`config.mk`:
```
export PLATFORM = sky130hd
export DESIGN_NAME = timer_scheduler
export DESIGN_NICKNAME = d
export VERILOG_FILES = /design/src/rtl/timer_scheduler.sv
export SDC_FILE = /design/constraint.sdc
export NUM_CORES = 1
export LEC_CHECK = 0
export CORE_UTILIZATION = 52
export DETAILED_ROUTE_END_ITERATION = 8
export PLACE_DENSITY = 0.85
export SETUP_SLACK_MARGIN = 0.15
export SYNTH_ARGS = -nofsm -noshare
export SYNTH_HDL_FRONTEND = slang
export SYNTH_SLANG_ARGS = --single-unit
```
`constraint.sdc`:
```
create_clock -name clock -period 3.4 [get_ports clock]
set_clock_uncertainty 0.15 [all_clocks]
set_input_delay 0.68 -clock clock [delete_from_list [all_inputs] [get_ports clock]]
set_output_delay 0.68 -clock clock [all_outputs]
set_load 0.1 [all_outputs]
```
`src/rtl/timer_scheduler.sv`:
```
// Round-robin owner of one shared prescaled 8-bit down-count timer.
// Each granted requester gets a delay of N ticks and a one-cycle done pulse when it expires.
//
// state   | meaning
// --------+-------------------------------------------------------------
// IDLE    | timer free; arbitrate pending requests from the pointer
// RUN     | owner's prescaler and countdown running; watches for abort
// DONE    | one-cycle done pulse to the owner; grant and busy still high
module timer_scheduler #(
    parameter int NUM_REQ    = 4,
    parameter int PRESCALE_W = 8
) (
    input  logic                      clock,
    input  logic                      reset_n,
    input  logic [NUM_REQ-1:0]        req,
    input  logic [8*NUM_REQ-1:0]      req_delay,
    input  logic [PRESCALE_W-1:0]     prescale,
    output logic [NUM_REQ-1:0]        grant,
    output logic [NUM_REQ-1:0]        done,
    output logic                      busy,
    output logic [7:0]                count_out
);

    localparam int IDX_W = (NUM_REQ > 1) ? $clog2(NUM_REQ) : 1;

    localparam logic [1:0] ST_IDLE = 2'd0;
    localparam logic [1:0] ST_RUN  = 2'd1;
    localparam logic [1:0] ST_DONE = 2'd2;

    logic [1:0]            state_q,     state_d;
    logic [NUM_REQ-1:0]    grant_q,     grant_d;
    logic [NUM_REQ-1:0]    done_q,      done_d;
    logic                  busy_q,      busy_d;
    logic [7:0]            count_q,     count_d;
    logic [PRESCALE_W-1:0] presc_cnt_q, presc_cnt_d;
    logic [PRESCALE_W-1:0] presc_lat_q, presc_lat_d;
    logic [IDX_W-1:0]      ptr_q,       ptr_d;
    logic [IDX_W-1:0]      owner_q,     owner_d;

    logic                  win_found;
    logic [IDX_W-1:0]      win_idx;
    logic [7:0]            win_delay;
    logic [NUM_REQ-1:0]    win_onehot;
    logic                  tick;
    logic [IDX_W-1:0]      ptr_after_owner;

    function automatic logic [IDX_W-1:0] wrap_add(input logic [IDX_W-1:0] base, input int off);
        int s;
        s = int'(base) + off;
        if (s >= NUM_REQ) begin
            s = s - NUM_REQ;
        end
        return IDX_W'(s);
    endfunction

    // First pending request at or after the pointer, wrapping past NUM_REQ-1.
    always_comb begin
        win_found = 1'b0;
        win_idx   = '0;
        for (int k = 0; k < NUM_REQ; k++) begin
            if (!win_found && req[wrap_add(ptr_q, k)]) begin
                win_found = 1'b1;
                win_idx   = wrap_add(ptr_q, k);
            end
        end
    end

    assign win_delay       = req_delay[8*win_idx +: 8];
    assign win_onehot      = NUM_REQ'(1) << win_idx;
    assign tick            = (presc_cnt_q == presc_lat_q);
    assign ptr_after_owner = wrap_add(owner_q, 1);

    always_comb begin
        state_d     = state_q;
        grant_d     = grant_q;
        done_d      = '0;
        busy_d      = busy_q;
        count_d     = count_q;
        presc_cnt_d = presc_cnt_q;
        presc_lat_d = presc_lat_q;
        ptr_d       = ptr_q;
        owner_d     = owner_q;

        case (state_q)
            ST_IDLE: begin
                if (win_found) begin
                    owner_d     = win_idx;
                    grant_d     = win_onehot;
                    busy_d      = 1'b1;
                    count_d     = win_delay;
                    presc_lat_d = prescale;
                    presc_cnt_d = '0;
                    if (win_delay == 8'd0) begin
                        state_d = ST_DONE;
                        done_d  = win_onehot;
                    end else begin
                        state_d = ST_RUN;
                    end
                end
            end

            ST_RUN: begin
                // Abort wins over a tick landing on the same edge.
                if (!req[owner_q]) begin
                    state_d = ST_IDLE;
                    grant_d = '0;
                    busy_d  = 1'b0;
                    count_d = 8'd0;
                    ptr_d   = ptr_after_owner;
                end else if (tick) begin
                    presc_cnt_d = '0;
                    if (count_q <= 8'd1) begin
                        count_d = 8'd0;
                        state_d = ST_DONE;
                        done_d  = grant_q;
                    end else begin
                        count_d = count_q - 8'd1;
                    end
                end else begin
                    presc_cnt_d = presc_cnt_q + PRESCALE_W'(1);
                end
            end

            ST_DONE: begin
                state_d = ST_IDLE;
                grant_d = '0;
                busy_d  = 1'b0;
                count_d = 8'd0;
                ptr_d   = ptr_after_owner;
            end

            default: begin
                state_d = ST_IDLE;
                grant_d = '0;
                busy_d  = 1'b0;
                count_d = 8'd0;
            end
        endcase
    end

    always_ff @(posedge clock or negedge reset_n) begin
        if (!reset_n) begin
            state_q     <= ST_IDLE;
            grant_q     <= '0;
            done_q      <= '0;
            busy_q      <= 1'b0;
            count_q     <= 8'd0;
            presc_cnt_q <= '0;
            presc_lat_q <= '0;
            ptr_q       <= '0;
            owner_q     <= '0;
        end else begin
            state_q     <= state_d;
            grant_q     <= grant_d;
            done_q      <= done_d;
            busy_q      <= busy_d;
            count_q     <= count_d;
            presc_cnt_q <= presc_cnt_d;
            presc_lat_q <= presc_lat_d;
            ptr_q       <= ptr_d;
            owner_q     <= owner_d;
        end
    end

    assign grant     = grant_q;
    assign done      = done_q;
    assign busy      = busy_q;
    assign count_out = count_q;

endmodule

```
# Word level (Yosys, flattened, before mapping)
# Cells that the tools add are included.
[totals]
ff_bits = 39
input_bits = 46
out_inout_bits = 17
wordCells = 109
[op_classes]
n_addsub = 11
order_cmp = 11
n_eq_ne = 8
shifts = 2
mux = 52
reduce_logical = 16
[ops]
columns = ["operator", "count"]
rows = [
  ["8-bit 2-to-1 mux", 7],
  ["8-bit one-hot mux with 2 select lines", 2],
  ["32-bit by 6-bit indexed part select with 8-bit output", 1],
  ["2-bit 2-to-1 mux", 15],
  ["4-bit 2-to-1 mux", 7],
  ["4-bit one-hot mux with 2 select lines", 2],
  ["2-bit by 3-bit less-than comparator with 1-bit output (second input constant)", 5],
  ["3-bit >= comparator (second input constant)", 4],
  ["1-bit 2-to-1 mux", 11],
  ["1-bit binary-select mux with 2-bit select", 5],
  ["2-bit by 1-bit subtractor with 2-bit output (second input constant)", 5],
  ["8-bit by 1-bit adder with 8-bit output (second input constant)", 1],
  ["8-bit equality test", 1],
  ["8-bit by 1-bit <= comparator with 1-bit output (second input constant)", 1],
  ["8-bit logical NOT", 1],
  ["2-bit one-hot mux with 2 select lines", 2],
  ["2-bit AND reduction", 4],
  ["8-bit by 1-bit subtractor with 8-bit output (second input constant)", 1],
  ["2-bit by 1-bit adder with 3-bit output (second input constant)", 2],
  ["2-bit by 2-bit adder with 3-bit output (second input constant)", 2],
  ["2-bit != test (second input constant)", 3],
  ["3-bit != test (second input constant)", 2],
  ["3-bit AND reduction", 2],
  ["2-bit nonzero test", 2],
  ["other kinds (8)", 12],
]

# Logic depth before layout (Yosys ltp)
# Gate-level depths: netlist of the first run.
[depth]
ltp_word = 19
mapped_depth = 9

# Worst setup path before layout of the first run
# OpenSTA, ideal clock, no wires.
[synth_path]
kind = "flip-flop to flip-flop"
start = "register count_q[0] (netlist: count_out[0])"
end = "register count_q[5] (netlist: count_out[5])"
setup_time_ns = 0.087
arrival_ns = 2.440
setup_slack_ns = 0.724
path_stages_with_launch = 7
path_buffers = 0
path_cell_list = "dfrtp_1 > inv_1 > ha_1 > o211ai_1 > nand2_1 > or4b_1 > o211ai_1"
[synth_between]
elab_chain_cells = 5
word_cells_on_any_way = 6
classes_between = "1 x add/sub; 1 x order compare; 4 x mux"
[synth_lines]
columns = ["item", "line_no", "source"]
rows = [
  ["start: declaration", "34", "logic [7:0] count_q, count_d;"],
  ["start signal: assignment", "157", "count_q <= count_d;"],
  ["8-bit by 1-bit subtractor with 8-bit output or 8-bit by 1-bit <= comparator with 1-bit output (tied branches)", "117, 112", ""],
  ["8-bit 2-to-1 mux (*)", "112", "if (count_q <= 8'd1) begin"],
  ["8-bit 2-to-1 mux (*)", "110", "end else if (tick) begin"],
  ["8-bit 2-to-1 mux (*)", "104", "if (!req[owner_q]) begin"],
  ["8-bit one-hot mux with 2 select lines (*)", "84", "case (state_q)"],
]
# Mark *: on every way between the ends. The rest lies on a longest branch, timed or not. The select of a mux whose other input is x is not followed.
# A chain may end at the register's enable or synchronous reset.

# Worst setup path after layout of the first run
[layout_path]
start = "input req[0]"
end = "register done_q[3] (netlist: done[3])"
[layout_between]
elab_chain_cells = 17
word_cells_on_any_way = 31
classes_between = "2 x shift; 22 x mux; 7 x reduce/logical"
[layout_lines]
columns = ["item", "line_no", "source"]
rows = [
  ["start: declaration", "15", "input logic [NUM_REQ-1:0] req,"],
  ["1-bit binary-select mux with 2-bit select", "61", "if (!win_found && req[wrap_add(ptr_q, k)]) begin"],
  ["1-bit 2-to-1 mux (not written as such)", "61", ""],
  ["1-bit 2-to-1 mux", "61", ""],
  ["1-bit logical NOT", "61", ""],
  ["1-bit logical AND", "61", ""],
  ["1-bit 2-to-1 mux", "61", ""],
  ["1-bit logical NOT", "61", ""],
  ["1-bit logical AND", "61", ""],
  ["(+2 left out)", "--", ""],
  ["1-bit logical AND", "61", ""],
  ["2-bit 2-to-1 mux", "61", ""],
  ["32-bit by 6-bit indexed part select with 8-bit output", "68", "assign win_delay = req_delay[8*win_idx +: 8];"],
  ["8-bit logical NOT", "93", "if (win_delay == 8'd0) begin"],
  ["4-bit 2-to-1 mux", "93", ""],
  ["4-bit 2-to-1 mux", "86", "if (win_found) begin"],
  ["4-bit one-hot mux with 2 select lines (*)", "84", ""],
  ["via done_d[3]", "32", "logic [NUM_REQ-1:0] done_q, done_d;"],
  ["end signal: assignment", "155", "done_q <= done_d;"],
  ["end: declaration", "32", ""],
]
# Mark *: on every way through the listed nets, which the timed path passes. The rest lies on a longest branch. The select of a mux whose other input is x is not followed.

==> results of run 1 <==
-- metal layers --
layer	global-route usage	vias to the layer above	share of wire
li1	-	972	-
met1	0.340	929	0.45
met2	0.392	66	0.49
met3	0.0428	6	0.048
met4	0.0816	0	0.012
met5	0	-	0
-- flip-flops by register name (all words and copies together) (netlist names) --
name	flops
owner_q	2
presc_lat_q	8
ptr_q	2
grant	4
presc_cnt_q	8
state_q	2
done	4
busy	1
count_out	8
-- power by group through the flow --
stage,Sequential [uW],Clock (uW),Combinational [uW]
floorplan,1310,0,893
global placement,853,0,1710
detailed placement,861,0,1740
CTS,853,464,1740
global route,882,484,1890
finish,855,458,1750
-- synthesized netlist by cell type (2+ instances only) --
| cell | instances | share of area |
|---|---|---|
| sky130_fd_sc_hd__a21o_1 | 5 | 0.016 |
| sky130_fd_sc_hd__a21oi_1 | 5 | 0.011 |
| sky130_fd_sc_hd__a22o_1 | 5 | 0.019 |
| sky130_fd_sc_hd__and3_1 | 2 | 0.0054 |
| sky130_fd_sc_hd__buf_2 | 3 | 0.0065 |
| sky130_fd_sc_hd__buf_6 | 2 | 0.0097 |
| sky130_fd_sc_hd__clkbuf_1 | 4 | 0.0065 |
| sky130_fd_sc_hd__dfrtp_1 | 39 | 0.42 |
| sky130_fd_sc_hd__ha_1 | 3 | 0.016 |
| sky130_fd_sc_hd__inv_1 | 9 | 0.015 |
| sky130_fd_sc_hd__mux2_2 | 8 | 0.039 |
| sky130_fd_sc_hd__mux2i_1 | 17 | 0.073 |
| sky130_fd_sc_hd__nand2_1 | 41 | 0.066 |
| sky130_fd_sc_hd__nand2b_1 | 2 | 0.0054 |
| sky130_fd_sc_hd__nand3_1 | 2 | 0.0043 |
| sky130_fd_sc_hd__nand4_1 | 4 | 0.011 |
| sky130_fd_sc_hd__nor2_1 | 16 | 0.026 |
| sky130_fd_sc_hd__nor2_4 | 2 | 0.0097 |
| sky130_fd_sc_hd__nor2b_1 | 2 | 0.0054 |
| sky130_fd_sc_hd__nor3_1 | 8 | 0.017 |
| sky130_fd_sc_hd__nor4_1 | 2 | 0.0054 |
| sky130_fd_sc_hd__o211a_1 | 2 | 0.0086 |
| sky130_fd_sc_hd__o211ai_1 | 2 | 0.0065 |
| sky130_fd_sc_hd__o21ai_0 | 6 | 0.013 |
| sky130_fd_sc_hd__o221ai_1 | 3 | 0.011 |
| sky130_fd_sc_hd__o22ai_1 | 3 | 0.0081 |
| sky130_fd_sc_hd__o32a_1 | 2 | 0.0086 |
| sky130_fd_sc_hd__xnor2_1 | 5 | 0.019 |
| sky130_fd_sc_hd__xor2_1 | 15 | 0.057 |
-- per-stage QoR --
stage / utilization / power [uW]
2_1_floorplan: - / 2200
3_3_place_gp: 0.709 / 2560
3_5_place_dp: 0.709 / 2600
4_1_cts: 0.742 / 3060
5_1_grt: 0.742 / 3260
6_report: 0.742 / 3060
-- kinds of logic after synthesis --
kind of cell / Yosys count / share of synthesized area
DFF: 39 / 0.420
AOI/OAI and AO/OA: 43 / 0.146
adders and majority gates: 3 / 0.0161
muxes: 26 / 0.122
xor gates and xnor gates: 20 / 0.0754
buffers and inverters: 18 / 0.0371
and+or+nand+nor: 89 / 0.184
-- layout make-up --
cell class,count,share of cell area
tap,50,0.0204
timing repair buffer,66,0.196
clock inverter,3,0.0220
sequential,39,0.317
inverter,9,0.0110
clock buffer,5,0.0224
multi-input combinational,181,0.411
-- worst max-delay path, cell delays in order --
cell and delay, ns:
sky130_fd_sc_hd__clkdlybuf4s50_1 0.49, sky130_fd_sc_hd__a21o_1 0.23, sky130_fd_sc_hd__a21oi_2 0.15, sky130_fd_sc_hd__o22a_4 0.36, sky130_fd_sc_hd__mux2i_1 0.22, sky130_fd_sc_hd__mux2_2 0.21, sky130_fd_sc_hd__nand4_1 0.11, sky130_fd_sc_hd__nor2_2 0.27
sky130_fd_sc_hd__a32o_1 0.21
-- worst max-delay path by stage --
stage,startpoint,end,slack (ns),depth (start not counted)
global route,req[0],state_q[0],0.37,9
CTS,req[0],done[3],0.54,9
global placement,req[0],done[3],0.31,9
floorplan,count_out[0],count_out[5],0.72,6
detailed placement,req[0],done[3],0.25,9
finish,req[0],done[3],0.53,9
==> key figures, run 1 <==
Setup path
  – Required time at the worst-slack endpoint: 3.48 ns
  – Critical path data arrival time: slightly below 3 ns
  – Slack of the worst reg-to-reg path: 1.01 ns
  – Capturing element type of the critical path: flop
  – Critical path startpoint category: primary input
  – R2r worst-path depth: 8
  – Maximum fanout encountered on the critical timing path: 22
  – R2r startpoint: ptr_q[1]
  – WS Path Type: primary input to flop
  – Capture instance of the worst register-to-register path: done[3]

Clocking
  – Total of hold buffers inserted after clock tree synthesis: 0
  – Number of setup buffers added after CTS: 0
  – Total clock sinks: 39
  – Clock root buffer: sky130_fd_sc_hd__clkbuf_8
  – Clock latency of the later-clocked register in the worst-skew pair: 0.29 ns
  – TritonCTS clock tree: built
  – Clock-pin slew on the worst setup and hold paths: 0.08 ns
  – Maximum number of buffers from clock root to sink: 2
  – Num CTS Buffers: 5
  – Number of gates resized after CTS: 0
  – Htree depth: 2

Placement
  – Area after DPL: 2940 um2
  – Routability congestion estimate from global placement: about 0.87
  – Number of buffers added on ports: 62
  – Pre-CTS setup slack: 0.251 ns
  – Total placed cells including tap cells: 345
  – Total half-perimeter wirelength after legalization and detailed placement: 4.03 mm

Power
  – Pint: 1540 uW
  – Sequential fraction of design power: 0.280
  – Proportion of power drawn by the clock network: 0.150
  – Switching part of the total power: 0.498
  – Power per Cell Area: about 990 nW/um2
  – Logic gate share of total power: 0.571
  – Worst vdd ir: a little over 600 uV
  – Switching power: 1520 uW
  – Leakage power: around 0.0015 uW

Cells and area
  – Post-layout instance area: 3070 um2
  – Share of post-route cells with drive strength above 1: 0.152
  – Total area of multi-input combinational cells: between 1000 and 1500 um2
  – Number of standard cells in the layout, taps in and fillers out: 353
  – Fin nets: 351
  – Total area of sequential cells: 976 um2
  – Filler cell count in the final layout: 313
  – Most common cell after layout, fill and taps aside: sky130_fd_sc_hd__clkdlybuf4s50_1
  – Most frequent cells in the layout: sky130_fd_sc_hd__clkdlybuf4s50_1 (44), sky130_fd_sc_hd__nand2_1 (41), sky130_fd_sc_hd__dfrtp_1 (39)
  – Area overhead of the layout relative to synthesis: 32.2%
  – Number of inserted diodes: 0

GRT
  – Antenna violations before repair: 0
  – Residual overflow from global routing: 0
  – Global-route wire length before repair: approximately 8.5 mm
  – Overall Global Routing Usage: 0.247
  – Maximum number of pins on one net before global-route repair: 40
  – Vias in the first global route: around 1,800

STA
  – Final period util: 0.845
  – Worst Hold Slack: approximately 0.35 ns
  – Time the worst path needs with I/O delays and setup: 2.87 ns
  – Final TNS setup: 0 ns
  – Hold violation total from the final report: 0
  – Number of max-slew violations in the final report: 0
  – Slew at the pin with the worst max-slew slack: 0.867 ns
  – Achievable frequency: approximately 0.35 GHz
  – Relative slew margins: 0.418
  – Fin worst setup slack: 0.526 ns
  – Endpoints failing setup: 0
  – Unrepaired setup endpoints after global routing: false

Synthesis
  – Async SR Flop Fraction: 1.00
  – Average cell area after synthesis: 9.77 um2
  – Cell variety after synth: 48
  – Sequential element share of the synthesized area: 0.420
  – Register bit total from synthesis: 39
  – Net count after synthesis: 287
  – Post-synthesis instance area: 2320 um2
  – Count of mapped cells out of synthesis: 238
  – Warnings from Yosys: 0
  – Count of flip-flops with a built-in enable after synthesis: 0
  – Flip-flop cell with the highest count after synthesis: sky130_fd_sc_hd__dfrtp_1

Floorplanning
  – Placeable core region: slightly above 4000 um2
  – Die Ht: 68.9 um
  – Initial Util: 0.561
  – IO Pins: 63
  – Floorplan row count: 23
  – Die ar.: 4740 um2
  – Width of the chip: 68.9 um

Route
  – Count of nets left with antenna violations after detail routing: 0
  – Number of iterations in the first detailed-routing pass: 4
  – DRC violation count after routing: 0
  – Per-cell via count in the routed design: roughly 5.6
  – Average wire per cell in the routed design: 15.2 um
  – Number of violations reported at the end of detailed-routing iteration 0: 173
  – Detailed-route wire length: 5.37 mm
  – Total vias in the final route: 1,973

Min path
  – Hold WC Path Type: flop to flop
  – Start point of the worst min-delay path: presc_lat_q[3]
  – Worst min-delay path endpoint: presc_lat_q[3]
  – Number of cells on the worst hold path: 2

Run status
  – Outcome: complete, no violations

Run
  – Max Cap Violations: 0
Note: power is estimated with default switching activity, not from simulation.
==> run 2: changes to the inputs <==
CORE_UTILIZATION = 48   (was 52)
PLACE_DENSITY = 0.8   (was 0.85)
clock period = 2.85 ns   (was 3.4 ns; I/O delays follow)
==> key figures, run 2 (synthesized netlist as in run 1, its figures left out) <==
Route
  – Number of violations reported at the end of detailed-routing iteration 0: 70 (-60%)
  – DRC violation count after routing: 0 (unchanged)
  – Count of nets left with antenna violations after detail routing: 0 (unchanged)
  – Number of iterations in the first detailed-routing pass: 4 (unchanged)
  – Detailed-route wire length: 5.36 mm (-0.19%)
  – Average wire per cell in the routed design: 14.4 um (-5.0%)
  – Total vias in the final route: 2,018 (+2.3%)
  – Per-cell via count in the routed design: 5.44 (-2.7%)

STA
  – Unrepaired setup endpoints after global routing: false
  – Achievable frequency: 0.385 GHz
  – Final period util: 0.911
  – Relative slew margins: 0.442 (+0.0239)
  – Worst Hold Slack: 0.229 ns (-0.118 ns)
  – Number of max-slew violations in the final report: 0 (unchanged)
  – Endpoints failing setup: 0 (unchanged)
  – Slew at the pin with the worst max-slew slack: 0.837 ns (-0.0306 ns)
  – Time the worst path needs with I/O delays and setup: 2.60 ns
  – Hold violation total from the final report: 0 (unchanged)

Clocking
  – Num CTS Buffers: 5 (unchanged)
  – TritonCTS clock tree: built
  – Clock root buffer: sky130_fd_sc_hd__clkbuf_8
  – Clock-pin slew on the worst setup and hold paths: 0.08 ns (about the same)
  – Total of hold buffers inserted after clock tree synthesis: 0 (unchanged)
  – Total clock sinks: 39 (unchanged)
  – Maximum number of buffers from clock root to sink: 2 (unchanged)
  – Clock latency of the later-clocked register in the worst-skew pair: 0.29 ns (about the same)
  – Htree depth: 2 (unchanged)

GRT
  – Residual overflow from global routing: 0 (unchanged)
  – Overall Global Routing Usage: 0.218 (-0.0291)
  – Maximum number of pins on one net before global-route repair: 40 (unchanged)
  – Antenna violations before repair: 0 (unchanged)
  – Global-route wire length before repair: 8.69 mm (+2.3%)
  – Vias in the first global route: 1,855 (+1.6%)

Cells and area
  – Share of post-route cells with drive strength above 1: 0.204 (+0.0519)
  – Fin nets: 367 (+4.6%)
  – Most common cell after layout, fill and taps aside: sky130_fd_sc_hd__clkdlybuf4s50_1
  – Area overhead of the layout relative to synthesis: 37.7%
  – Most frequent cells in the layout: sky130_fd_sc_hd__clkdlybuf4s50_1 (43), sky130_fd_sc_hd__nand2_1 (41), sky130_fd_sc_hd__dfrtp_1 (39)
  – Number of standard cells in the layout, taps in and fillers out: 371 (+5.1%)
  – Number of inserted diodes: 0 (unchanged)

Setup path
  – WS Path Type: primary input to flop
  – Largest delay contributor family on the critical path: compound AO/OA/AOI/OAI gates
  – Capturing element type of the critical path: flop
  – Slowest stage delay, CP: 0.45 ns (-0.04 ns)
  – Ordered list of cells on the worst path: clkdlybuf4s50_1, a21o_1, a21oi_2, o22a_2, mux2i_1, mux2_2, nand4_1, nor2_4, a32o_1
  – Required time at the worst-slack endpoint: 2.93 ns (-0.55 ns)
  – Critical path startpoint category: primary input
  – Max stage delay cell, worst path: sky130_fd_sc_hd__clkdlybuf4s50_1
  – Critical path data arrival time: 2.68 ns (-0.27 ns)
  – Maximum fanout encountered on the critical timing path: 6 (-73%)
  – Total buffers and inverters traversed by the critical path: 1 (unchanged)

Power
  – Proportion of power drawn by the clock network: 0.123 (-0.027)
  – Switching power: 1840 uW (+21%)
  – Switching part of the total power: 0.498 (+0.000595)
  – Leakage power: 0.00154 uW (+5.4%)
  – Logic gate share of total power: 0.601 (+0.030)
  – Worst vdd ir: 914 uV (+47%)
  – Sequential fraction of design power: 0.276 (-0.004)
  – Pint: 1850 uW (+20%)
  – Power per Cell Area: 1150 nW/um2 (+16%)
  – PnR Total Power: 3690 uW (+21%)

Placement
  – Total placed cells including tap cells: 359 (+4.1%)
  – Number of buffers added on ports: 62 (unchanged)
  – Routability congestion estimate from global placement: 0.825 (-5.0%)
  – Total half-perimeter wirelength after legalization and detailed placement: 3.96 mm (-1.7%)

Floorplanning
  – Die Ht: 71.6 um (+4.0%)
  – Initial Util: 0.516 (-0.0449)
  – Placeable core region: 4500 um2 (+8.7%)
  – Width of the chip: 71.6 um (+4.0%)
  – IO Pins: 63 (unchanged)
  – Die ar.: 5130 um2 (+8.1%)
  – Floorplan row count: 24 (+4.3%)

Min path
  – Hold WC Path Type: primary input to async pin

Run status
  – Outcome: complete, no violations

Run
  – Max Cap Violations: 0 (unchanged)
==> run 2: cell count changes in the layout (fill, tap and decap cells not counted), sizes merged <==
cell | before | now
bufinv | 2 | 1
clkinv | 0 | 2
o22a | 1 | 3
clkdlybuf4s50 | 44 | 43
dlymetal6s2s | 0 | 1
buf | 22 | 36
clkinvlp | 1 | 0
==> run 2: power by group through the flow <==
stage	combinational [uW]	sequential [uW]	clock, uW
floorplan	1070	1560	0
global route	2390	1050	485
CTS	2170	1010	463
finish	2210	1020	455
detailed placement	2160	1020	0
global placement	2130	1010	0
==> run 2: repair_timing <==
action,4_1_cts,5_1_grt
setup buffers,0,1
resized for setup,0,7
setup endpoints to repair,0,15
==> run 2: worst paths after layout <==
path	startpoint	endpoint	slack (ns)	depth (start not counted)
setup / recovery	req[0]	done[3]	0.25	9
hold reg to reg	busy	busy	0.33	2
hold / removal	reset_n	count_out[6]	0.23	1
max in group asynchronous	reset_n	state_q[1]	1.79	1
min in group clock	busy	busy	0.33	2
setup reg to reg	presc_cnt_q[3]	count_out[5]	0.50	7
==> run 2: stage by stage <==
step | instance area [um2] | setup TNS (ns) | util | setup slack, ns
final | 3200 | 0 | 0.711 | 0.255
after global routing | 3200 | 0 | 0.711 | 0.161
after CTS | 3140 | 0 | 0.698 | 0.156
after detailed placement | 3030 | -1.66 | 0.673 | -0.142
after global placement | 3030 | -0.996 | 0.673 | -0.126
after floorplan | 2320 | 0 | - | 0.174
==> run 2: layout make-up <==
class / instances / area [um2]
multi-input combinational: 183 / 1310
timing repair buffer: 80 / 708
clock buffer: 5 / 68.8
clock inverter: 3 / 43.8
fill: 353 / 1300
sequential: 39 / 976
inverter: 9 / 33.8
tap: 52 / 65.1
==> run 2: worst register-to-register path: stages, from the launching register on <==
cell                       delay [ns]
sky130_fd_sc_hd__dfrtp_1         0.45
sky130_fd_sc_hd__xor2_1          0.18
sky130_fd_sc_hd__nor4_2          0.34
sky130_fd_sc_hd__nand2_1         0.23
sky130_fd_sc_hd__a31oi_4         0.26
sky130_fd_sc_hd__nor2_4          0.08
sky130_fd_sc_hd__or4b_1          0.49
sky130_fd_sc_hd__o211ai_1        0.10
==> run 2: per-layer routing <==
layer  global-route usage  part of all wire
met1                0.292              0.45
met2                0.357              0.49
met3               0.0394             0.043
met4               0.0784             0.021
met5                    0                 0
